File: config.mk
export PLATFORM = sky130hd
export DESIGN_NAME = reorder_buffer
export DESIGN_NICKNAME = d
export VERILOG_FILES = /design/src/rtl/reorder_buffer.sv
export SDC_FILE = /design/constraint.sdc
export NUM_CORES = 1
export LEC_CHECK = 0
export BUFFER_PORTS_ARGS = -buffer_cell sky130_fd_sc_hd__buf_2
export CAP_MARGIN = 20
export CORE_MARGIN = 2
export CORE_UTILIZATION = 61
export DETAILED_ROUTE_END_ITERATION = 8
export MAX_ROUTING_LAYER = met4
export PLACE_DENSITY = 0.91
export REMOVE_ABC_BUFFERS = 1
export SYNTH_ARGS = -nofsm -noshare
export SYNTH_HDL_FRONTEND = slang
export SYNTH_SLANG_ARGS = --single-unit
export TNS_END_PERCENT = 50
File: constraint.sdc
create_clock -name clk -period 4.8 [get_ports clk]
set_clock_uncertainty 0.05 [all_clocks]
set_input_delay 0.96 -clock clk [delete_from_list [all_inputs] [get_ports clk]]
set_output_delay 0.96 -clock clk [all_outputs]
set_load 0.005 [all_outputs]
File: src/rtl/reorder_buffer.sv
`default_nettype none
// ============================================================================
//  Module   : reorder_buffer
//  Purpose  : In-order commit buffer placed after the rename stage. Records
//             each renamed instruction's architectural destination, its new
//             physical register and the physical register it displaced.
//             Completion arrives out of order by tag. Retirement is in
//             program order at up to one entry per cycle. A retired entry's
//             displaced physical register is presented on
//             retire_valid/retire_phys_reg, which drives the free-list
//             release port.
//  Options  : ROB_COMPLETE_BYPASS_EN - when defined, a completion aimed at
//             the head entry retires it on the same edge.
//  Ports    : clk, reset            - clock, synchronous active-high reset
//             alloc_*               - allocation request / ready / tag
//             complete_valid/_tag   - out-of-order completion by tag
//             retire_*              - registered retirement outputs
//             rob_empty/full/count  - occupancy status
//  Revision : 1.0 - initial release
// ============================================================================
module reorder_buffer #(
    parameter int DEPTH  = 16,
    parameter int PHYS_W = 6,
    parameter int ARCH_W = 5,
    parameter int TAG_W  = $clog2(DEPTH)
) (
    input  logic              clk,
    input  logic              reset,
    input  logic              alloc_valid,
    input  logic [ARCH_W-1:0] alloc_rd,
    input  logic [PHYS_W-1:0] alloc_phys_rd,
    input  logic [PHYS_W-1:0] alloc_old_phys_rd,
    output logic              alloc_ready,
    output logic [TAG_W-1:0]  alloc_tag,
    input  logic              complete_valid,
    input  logic [TAG_W-1:0]  complete_tag,
    output logic              retire_valid,
    output logic [PHYS_W-1:0] retire_phys_reg,
    output logic [ARCH_W-1:0] retire_rd,
    output logic [TAG_W-1:0]  retire_tag,
    output logic              rob_empty,
    output logic              rob_full,
    output logic [TAG_W:0]    rob_count
);

    localparam logic [TAG_W:0] c_PTR_ONE = (TAG_W+1)'(1);

    // Per-entry storage
    logic              r_valid       [DEPTH];
    logic              r_done        [DEPTH];
    logic [ARCH_W-1:0] r_rd          [DEPTH];
    logic [PHYS_W-1:0] r_phys_rd     [DEPTH];
    logic [PHYS_W-1:0] r_old_phys_rd [DEPTH];

    // Pointers carry one extra wrap bit so full and empty are distinguishable
    logic [TAG_W:0] r_head;
    logic [TAG_W:0] r_tail;

    logic [TAG_W-1:0] w_head_idx;
    logic [TAG_W-1:0] w_tail_idx;
    logic             w_full;
    logic             w_empty;
    logic             w_alloc;
    logic             w_head_ready;
    logic             w_retire;

    assign w_head_idx = r_head[TAG_W-1:0];
    assign w_tail_idx = r_tail[TAG_W-1:0];
    assign w_empty    = (r_head == r_tail);
    assign w_full     = (w_head_idx == w_tail_idx) && (r_head[TAG_W] != r_tail[TAG_W]);

    // A full buffer refuses allocation even when it retires in the same cycle
    assign w_alloc    = alloc_valid && !w_full;

`ifdef ROB_COMPLETE_BYPASS_EN
    // A completion aimed at the head makes it eligible without waiting a
    // cycle for the done bit to be written.
    assign w_head_ready = r_done[w_head_idx] ||
                          (complete_valid && (complete_tag == w_head_idx));
`else
    assign w_head_ready = r_done[w_head_idx];
`endif

    assign w_retire = r_valid[w_head_idx] && w_head_ready;

    // Status outputs
    assign rob_count   = r_tail - r_head;
    assign rob_empty   = w_empty;
    assign rob_full    = w_full;
    assign alloc_ready = !w_full;
    assign alloc_tag   = w_tail_idx;

    // Pointer registers
    always_ff @(posedge clk) begin
        if (reset) begin
            r_head <= '0;
            r_tail <= '0;
        end else begin
            if (w_alloc) begin
                r_tail <= r_tail + c_PTR_ONE;
            end
            if (w_retire) begin
                r_head <= r_head + c_PTR_ONE;
            end
        end
    end

    // Entry control bits. The later assignments take precedence: retirement
    // clears the head even if a repeat completion hits it in the same cycle,
    // and allocation forces done=0 over a same-cycle completion of that tag.
    // Allocation and retirement never target the same index, because the
    // head is only valid when the buffer is non-empty, and a non-empty buffer
    // can only allocate onto its head index when full, which blocks the
    // allocation.
    always_ff @(posedge clk) begin
        if (reset) begin
            for (int i = 0; i < DEPTH; i++) begin
                r_valid[i] <= 1'b0;
                r_done[i]  <= 1'b0;
            end
        end else begin
            if (complete_valid && r_valid[complete_tag]) begin
                r_done[complete_tag] <= 1'b1;
            end
            if (w_retire) begin
                r_valid[w_head_idx] <= 1'b0;
                r_done[w_head_idx]  <= 1'b0;
            end
            if (w_alloc) begin
                r_valid[w_tail_idx] <= 1'b1;
                r_done[w_tail_idx]  <= 1'b0;
            end
        end
    end

    // Entry payload. It is qualified by the valid bit, so it needs no reset.
    always_ff @(posedge clk) begin
        if (w_alloc) begin
            r_rd[w_tail_idx]          <= alloc_rd;
            r_phys_rd[w_tail_idx]     <= alloc_phys_rd;
            r_old_phys_rd[w_tail_idx] <= alloc_old_phys_rd;
        end
    end

    // Retirement outputs. The payload holds its last value between pulses.
    always_ff @(posedge clk) begin
        if (reset) begin
            retire_valid    <= 1'b0;
            retire_phys_reg <= '0;
            retire_rd       <= '0;
            retire_tag      <= '0;
        end else begin
            retire_valid <= w_retire;
            if (w_retire) begin
                retire_phys_reg <= r_old_phys_rd[w_head_idx];
                retire_rd       <= r_rd[w_head_idx];
                retire_tag      <= w_head_idx;
            end
        end
    end

endmodule
`default_nettype wire

# == Word-level counts from Yosys, hierarchy flattened ==
# Memory sizes are Yosys's and may differ from the RTL's. A register that Yosys moved wholly into a read port is not among the register bits.
# Cells that the tools add are included.
# word_totals
mem_bits_rw,208
wordCells,55
mem_count,4
output_inout_bits,28
register_bits,15
in_bits,25
# memory_table
memory,words,width,rd,rd_ports_with_merged_regs,wr,line_no,rtl
r_old_phys_rd,16,6,1,1,1,53,logic [PHYS_W-1:0] r_old_phys_rd [DEPTH];
r_rd,16,5,1,1,1,51,logic [ARCH_W-1:0] r_rd [DEPTH];
r_done,16,1,1,1,16,50,logic r_done [DEPTH];
r_valid,16,1,2,1,16,49,logic r_valid [DEPTH];
# classes
n_addsub,3
mux,31
n_eq_ne,3
n_reduce_logical,10
# ops
operator,n
$mux 4,9
$mux 1,22
$add 5x1->5 const B,2
$eq 5x5->1,1
$reduce_or 1->1,5
$sub 5x5->5,1
$eq 4x4->1,1
$logic_and 1x1->1,4
$logic_not 1->1,1
$ne 1x1->1,1

# == Depth between registers and ports, before layout ==
# Gate-level depths: netlist (run 1).
# logic_depth
ltp_word,9
mapped_depth,11
ltp_nobuf,8

# == Worst setup path after synthesis (run 1) ==
# No wires, ideal clock.
# synth_timing
path_type,flip-flop to flip-flop
start,register r_head[1]
end,"memory r_old_phys_rd[3][0], enable pin"
period_less_slack_ns,3.923
setup_ns,0.425
path_stages_with_launch,10
arrival_ns,3.448
slack_ns,0.877
path_buffers,3
t_required_ns,4.325
path_cell_list,dfxtp_1 clkbuf_1 buf_1 inv_1 ha_1 nand4_1 nand2b_1 buf_2 inv_2 nor4_1
# synth_between
elab_chain_cells,6
# synth_lines
item,line_no,rtl
from (decl),56,logic [TAG_W:0] r_head;
from (signal assigned),103,r_head <= r_head + c_PTR_ONE;
$eq 4x4->1,70,assign w_full = (w_head_idx == w_tail_idx) && (r_head[TAG_W] != r_tail[TAG_W]);
$logic_and 1x1->1,70,
$logic_not 1->1,--,
named net alloc_ready,33,"output logic alloc_ready,"
$logic_and 1x1->1,73,assign w_alloc = alloc_valid && !w_full;
$mux 1,138,if (w_alloc) begin
$mux 1 (not written as such),141,r_old_phys_rd[w_tail_idx] <= alloc_old_phys_rd;
to (decl),53,
# The timed path passes the listed nets, and every way through them passes these cells.

# == Worst setup path in the final report (run 1) ==
# layout_timing
start,register r_head[1]
end,output rob_count[4]
# layout_between
elab_chain_cells,1
# layout_lines
item,line_no,rtl
$sub 5x5->5,87,assign rob_count = r_tail - r_head;
to (decl),43,output logic [TAG_W:0] rob_count
# No other way between the ends.

==> reports/qor.yml, run 1 <==
wl_mm: 23.9
fin_nets: 715
wl_per_cell_um: 26.3
clock_latency_ps: 530
initial_core_util: 0.615
total_power_mw: 4.38
post_cts_resized: 0
yosysSeqAreaShare: 0.675
dp_slack_ps: 1730
first_pass_iters: 5
pwr-share-clk: 0.460
critPathCaptureType: "output port"
p_int_mw: 3.50
max_freq_ghz: 0.281
layout-drive-gt1-share: 0.242
cp.arrival_ps: 2550
largest_register_ffs: 96
final_cells: 910
synth_edf_count: 176
coreArea_mm2: 0.0157
overflow: 0
gp_congestion: 0.889
detail-route-antenna-nets: 0
pwr-share-comb: 0.029
vias: 6138
clkTransAtPathRegs_ps: 70
p_switching_uw: 880
dp.cells: 868
crit_required_ps: 3790
ios: 53
grt_use_total: 0.305
finalCriticalPeriod_ps: 3560
syn_to_final_growth_pct: 14.0
die_w_um: 130
grt_max_degree: 51
p_per_area_mw_per_mm2: 397
synth-seq-cells: 238
tritoncts: "built"
post-cts-setup-buffers: 0
drc: 0
netlist_area_mm2: 0.00967
yosysTopAreaCell: "edfxtp_1"
rows: 46
synth_area_leaders: "edfxtp_1, dfxtp_1, mux4_2, a31oi_1, a22oi_1"
rsz0062_at_grt: "false"
yosys-top-cells-count: "edfxtp_1, dfxtp_1, mux4_2"
reg_top3: "r_old_phys_rd: 96 flops, r_rd: 80 flops"
dp.final_hpwl_mm: 13.3
antennaDiodeCount: 0
viasPerCell: 6.75
relSlewSlack: 0.270
start_kind: "flip-flop"
cts_sinks: 238
regMostFlops: "r_old_phys_rd"
htreeDepth: 1
placed_area_mm2: 0.0102
grt_pass1_wl_mm: 36.3
fp.dieH_um: 130
async_reset_ff_frac: 0
synth_cells: 621
hold_violations: 0
synth_top_cell_area_share: 0.547
synth.distinct_cells: 49
avgSynthCellArea_um2: 15.6
worst_pin_slew_ps: 1090
yosys_warnings: 0
vdd_ir_drop_max_mv: 0.316
hold_path_class: "flip-flop to flip-flop"
critical_path_peak_fanout: 50
min_period_over_period: 0.743
cap_viol_max_count: 0
drt_iter0_drc: 754
timing.final.ws_setup_ps: 1240
clk_path_buf_depth: 3
swShare: 0.201
cts_hold_buf: 0
grt_antenna_before_repair: 0
status: "completed"
power_frac_seq: 0.512
grt_pass1_vias: 6338
fin_area_mm2: 0.0110
slew_violations: 0
yosysMostFrequentCell: "edfxtp_1"
cts-root-buf: "clkbuf_16"
io_buffers: 46
dieArea_mm2: 0.0169
p_leak_nw: 3.74
setup_viol_count_final: 0
synth_flop_cell: "edfxtp_1"
crit_type: "flip-flop to output port"
numCtsBuffers: 23
[layout by cell type (no fill, tap or decap), drive strengths merged, types with 15 or more instances in the layout]
master,instances
nor2,42
mux2i,15
mux4,44
or3,16
nand2,30
dfxtp,62
inv,30
buf,70
clkbuf,26
edfxtp,176
a22oi,22
a31oi,38
[metrics by stage]
step | hold slack [ps] | setup TNS (ps) | util
final | 423 | 0 | 0.702
after global routing | 459 | 0 | 0.702
after CTS | 420 | 0 | 0.702
after floorplan | 393 | -3020 | -
after detailed placement | 411 | 0 | 0.648
after global placement | 404 | 0 | 0.648
[power groups by stage]
stage / sequential [mW] / combinational [mW] / clock (mW)
global placement: 2.28 / 0.111 / 0
finish: 2.24 / 0.125 / 2.01
global route: 2.24 / 0.134 / 2.10
CTS: 2.24 / 0.123 / 2.02
detailed placement: 2.28 / 0.121 / 0
floorplan: 2.28 / 0.0528 / 0
[final timing paths]
path	startpoint	end	slack, ps	cells past startpoint
min	r_valid[15]	r_valid[15]	420	2
min reg2reg	r_valid[15]	r_valid[15]	420	2
max	r_head[1]	rob_count[4]	1240	7
max reg2reg	r_tail[2]	r_old_phys_rd[3][0]	1590	6
[critical path: stages, from the launching register on]
cell	delay, ps
dfxtp_2	330
buf_4	580
fa_1	350
inv_1	70
a21o_1	190
a21oi_1	210
xor2_1	160
buf_2	130
[logic make-up (layout without fill, tap and decap cells)]
group,Yosys count,after routing,share of synthesized area
AND/OR/NAND/NOR,127,127,0.0662
buffers and inverters,68,141,0.0330
XOR/XNOR,9,9,0.00815
multiplexers,60,60,0.119
adder cells (fa/ha/maj),13,13,0.0176
AO/OA/AOI/OAI,106,106,0.0810
flip-flops,238,238,0.675
[routing by layer]
metal,track usage,vias up,wire (um)
li1,-,2523,-
met1,0.371,3033,8370
met2,0.495,468,12000
met3,0.0549,114,2430
met4,0.157,0,1140
met5,-,-,0
[cell type report]
cell class / count / area (um2)
fill: 923 / 4680
inverter: 29 / 109
clock buffer: 26 / 597
sequential: 238 / 6530
timing repair buffer: 70 / 410
clock inverter: 16 / 255
multi-input combinational: 315 / 2860
tap: 216 / 270
Note: power is estimated with default switching activity, not from simulation.
==> run 2, diff against run 1 <==
- clock period: 4.8 -> 3.5 ns (I/O delays scaled with it)
==> reports/qor.yml, run 2 (synthesized netlist as in run 1, its figures left out) <==
status: "completed"
clock_latency_ps: 510  # -20 ps
grt_antenna_before_repair: 0  # unchanged
wl_per_cell_um: 25.2  # -4.4%
fp.dieH_um: 130  # unchanged
detail-route-antenna-nets: 0  # unchanged
clk_path_buf_depth: 3  # unchanged
drc: 0  # unchanged
clkTransAtPathRegs_ps: 60  # about the same
placed_area_mm2: 0.0102  # +0.49%
rsz0062_at_grt: "false"
initial_core_util: 0.615  # unchanged
crit_required_ps: 2750  # -1040 ps
largest_register_ffs: 96  # unchanged
cts_sinks: 238  # unchanged
hold_depth: 2  # unchanged
relSlewSlack: 0.307  # +0.0372
slowest_delay_ps: 460  # -120 ps
p_per_area_mw_per_mm2: 504  # +27%
rows: 46  # unchanged
post-cts-setup-buffers: 0  # unchanged
antennaDiodeCount: 0  # unchanged
num-fill-cells: 906  # -1.8%
layout-drive-gt1-share: 0.238  # -0.00425
crit_slowest_cell: "dfxtp_1"
fin_area_mm2: 0.0109  # -1.2%
pwr-share-clk: 0.408  # -0.052
hold_path.startpoint: "retire_phys_reg[1]"
vdd_ir_drop_max_mv: 0.471  # +49%
dp.final_hpwl_mm: 13.5  # +1.3%
die_w_um: 130  # unchanged
rr_worst_depth: 6  # unchanged
power_frac_seq: 0.560  # +0.048
final_common_cell: "edfxtp_1"
crit_type: "flip-flop to output port"
post_cts_resized: 0  # unchanged
viasPerCell: 6.75  # about the same
grt_pass1_wl_mm: 35.1  # -3.3%
critPathCaptureType: "output port"
grt_pass1_vias: 6201  # -2.2%
grt_max_degree: 51  # unchanged
fin_util: 0.693  # -0.00852
syn_to_final_growth_pct: 12.7
vias: 6170  # +0.52%
worst-path-buf-inv: 3  # unchanged
ios: 53  # unchanged
cts-root-buf: "clkbuf_16"
path_cells: "inv_1, ha_1, nand4_1, nand2b_1, inv_2, buf_2"
wl_mm: 23.0  # -4.0%
overflow: 0  # unchanged
timing.final.ws_setup_ps: 423  # -812 ps
min_period_over_period: 0.879
cp.arrival_ps: 2330  # -220 ps
total_power_mw: 5.49  # +25%
cts_hold_buf: 0  # unchanged
io_buffers: 46  # unchanged
r2r-start: "r_tail[2]"
tritoncts: "built"
register_area_mm2: 0.00653  # unchanged
fin_hold_ws_ps: 441  # +18.1 ps
cap_viol_max_count: 0  # unchanged
start_kind: "flip-flop"
finalCriticalPeriod_ps: 3080
setup_viol_count_final: 0  # unchanged
numCtsBuffers: 23  # unchanged
max_freq_ghz: 0.325
hold_end: "retire_phys_reg[1]"
p_switching_mw: 1.13  # +29%
drt_iter0_drc: 888  # +18%
pwr-share-comb: 0.032  # +0.003
dieArea_mm2: 0.0169  # unchanged
p_int_mw: 4.35  # +24%
regMostFlops: "r_old_phys_rd"
p_leak_nw: 3.69  # -1.5%
worst_pin_slew_ps: 1040  # -50.5 ps
reg_top3: "r_old_phys_rd: 96 flops, r_rd: 80 flops"
reg2reg_slack_ps: 520  # -1070 ps
critical-path-top-delay-family: "buffers and inverters"
swShare: 0.206  # +0.00535
dp_slack_ps: 716  # -1010 ps
reg2reg_to: "r_old_phys_rd[9][0]"
critical_path_peak_fanout: 8  # -84%
first_pass_iters: 7  # +2
htreeDepth: 1  # unchanged
hold_violations: 0  # unchanged
final_cell_mix: "edfxtp_1, dfxtp_1, buf_2, mux4_2, nor2_1"
slew_violations: 0  # unchanged
coreArea_mm2: 0.0157  # unchanged
gp_congestion: 0.927  # +4.2%
grt_use_total: 0.288  # -0.0173
multi_input_area_mm2: 0.00286  # unchanged
fin_nets: 720  # +0.70%
hold_path_class: "flip-flop to flip-flop"
==> run 2: changes by cell type in the layout (fill, tap and decap cells not counted), sizes merged <==
cell	change
buf	+5
clkbuf	+7
bufinv	-6
clkinvlp	-1
clkinv	-1
==> run 2: worst reg2reg max path, stage by stage, from the launching register on <==
cell	delay, ps
dfxtp_1	630
ha_1	370
nand4_1	130
nand2b_1	330
nand3b_1	230
nor2_1	620
buf_4	320
==> run 2: cell type report <==
cell class / instances / area share
inverter: 29 / 0.00999
clock inverter: 8 / 0.00413
sequential: 238 / 0.600
tap: 216 / 0.0248
timing repair buffer: 75 / 0.0423
clock buffer: 33 / 0.0572
multi-input combinational: 315 / 0.262
==> run 2: power by group through the flow <==
stage / Clock [mW] / Combinational, mW / Sequential [mW]
6_report: 2.24 / 0.175 / 3.07
3_5_place_dp: 0 / 0.169 / 3.13
2_1_floorplan: 0 / 0.0724 / 3.13
5_1_grt: 2.35 / 0.186 / 3.07
4_1_cts: 2.26 / 0.171 / 3.07
3_3_place_gp: 0 / 0.157 / 3.13
==> run 2: how the worst max path moves through the flow <==
stage / cells after the start / end / slack [ps] / start
after floorplan: 5 / r_old_phys_rd[3][0] / -1530 / r_head[0]
after global placement: 6 / r_rd[9][0] / 830 / r_tail[2]
after detailed placement: 6 / r_old_phys_rd[8][0] / 720 / r_tail[2]
after CTS: 6 / rob_full / 480 / r_head[2]
after global routing: 6 / rob_full / 350 / r_head[2]
final: 6 / rob_full / 420 / r_head[2]
==> run 2: per-stage QoR <==
| step | std cells | setup TNS (ps) |
|---|---|---|
| 2_1_floorplan | 582 | -179500 |
| 3_3_place_gp | 873 | 0 |
| 3_5_place_dp | 873 | 0 |
| 4_1_cts | 914 | 0 |
| 5_1_grt | 914 | 0 |
| 6_report | 914 | 0 |
==> run 2: routing by layer <==
layer | track usage | wire length, um | up-vias
met5 | - | 0 | -
met4 | 0.126 | 1090 | 0
met3 | 0.0541 | 2380 | 123
met2 | 0.463 | 11400 | 467
met1 | 0.363 | 8140 | 3040
li1 | - | - | 2540
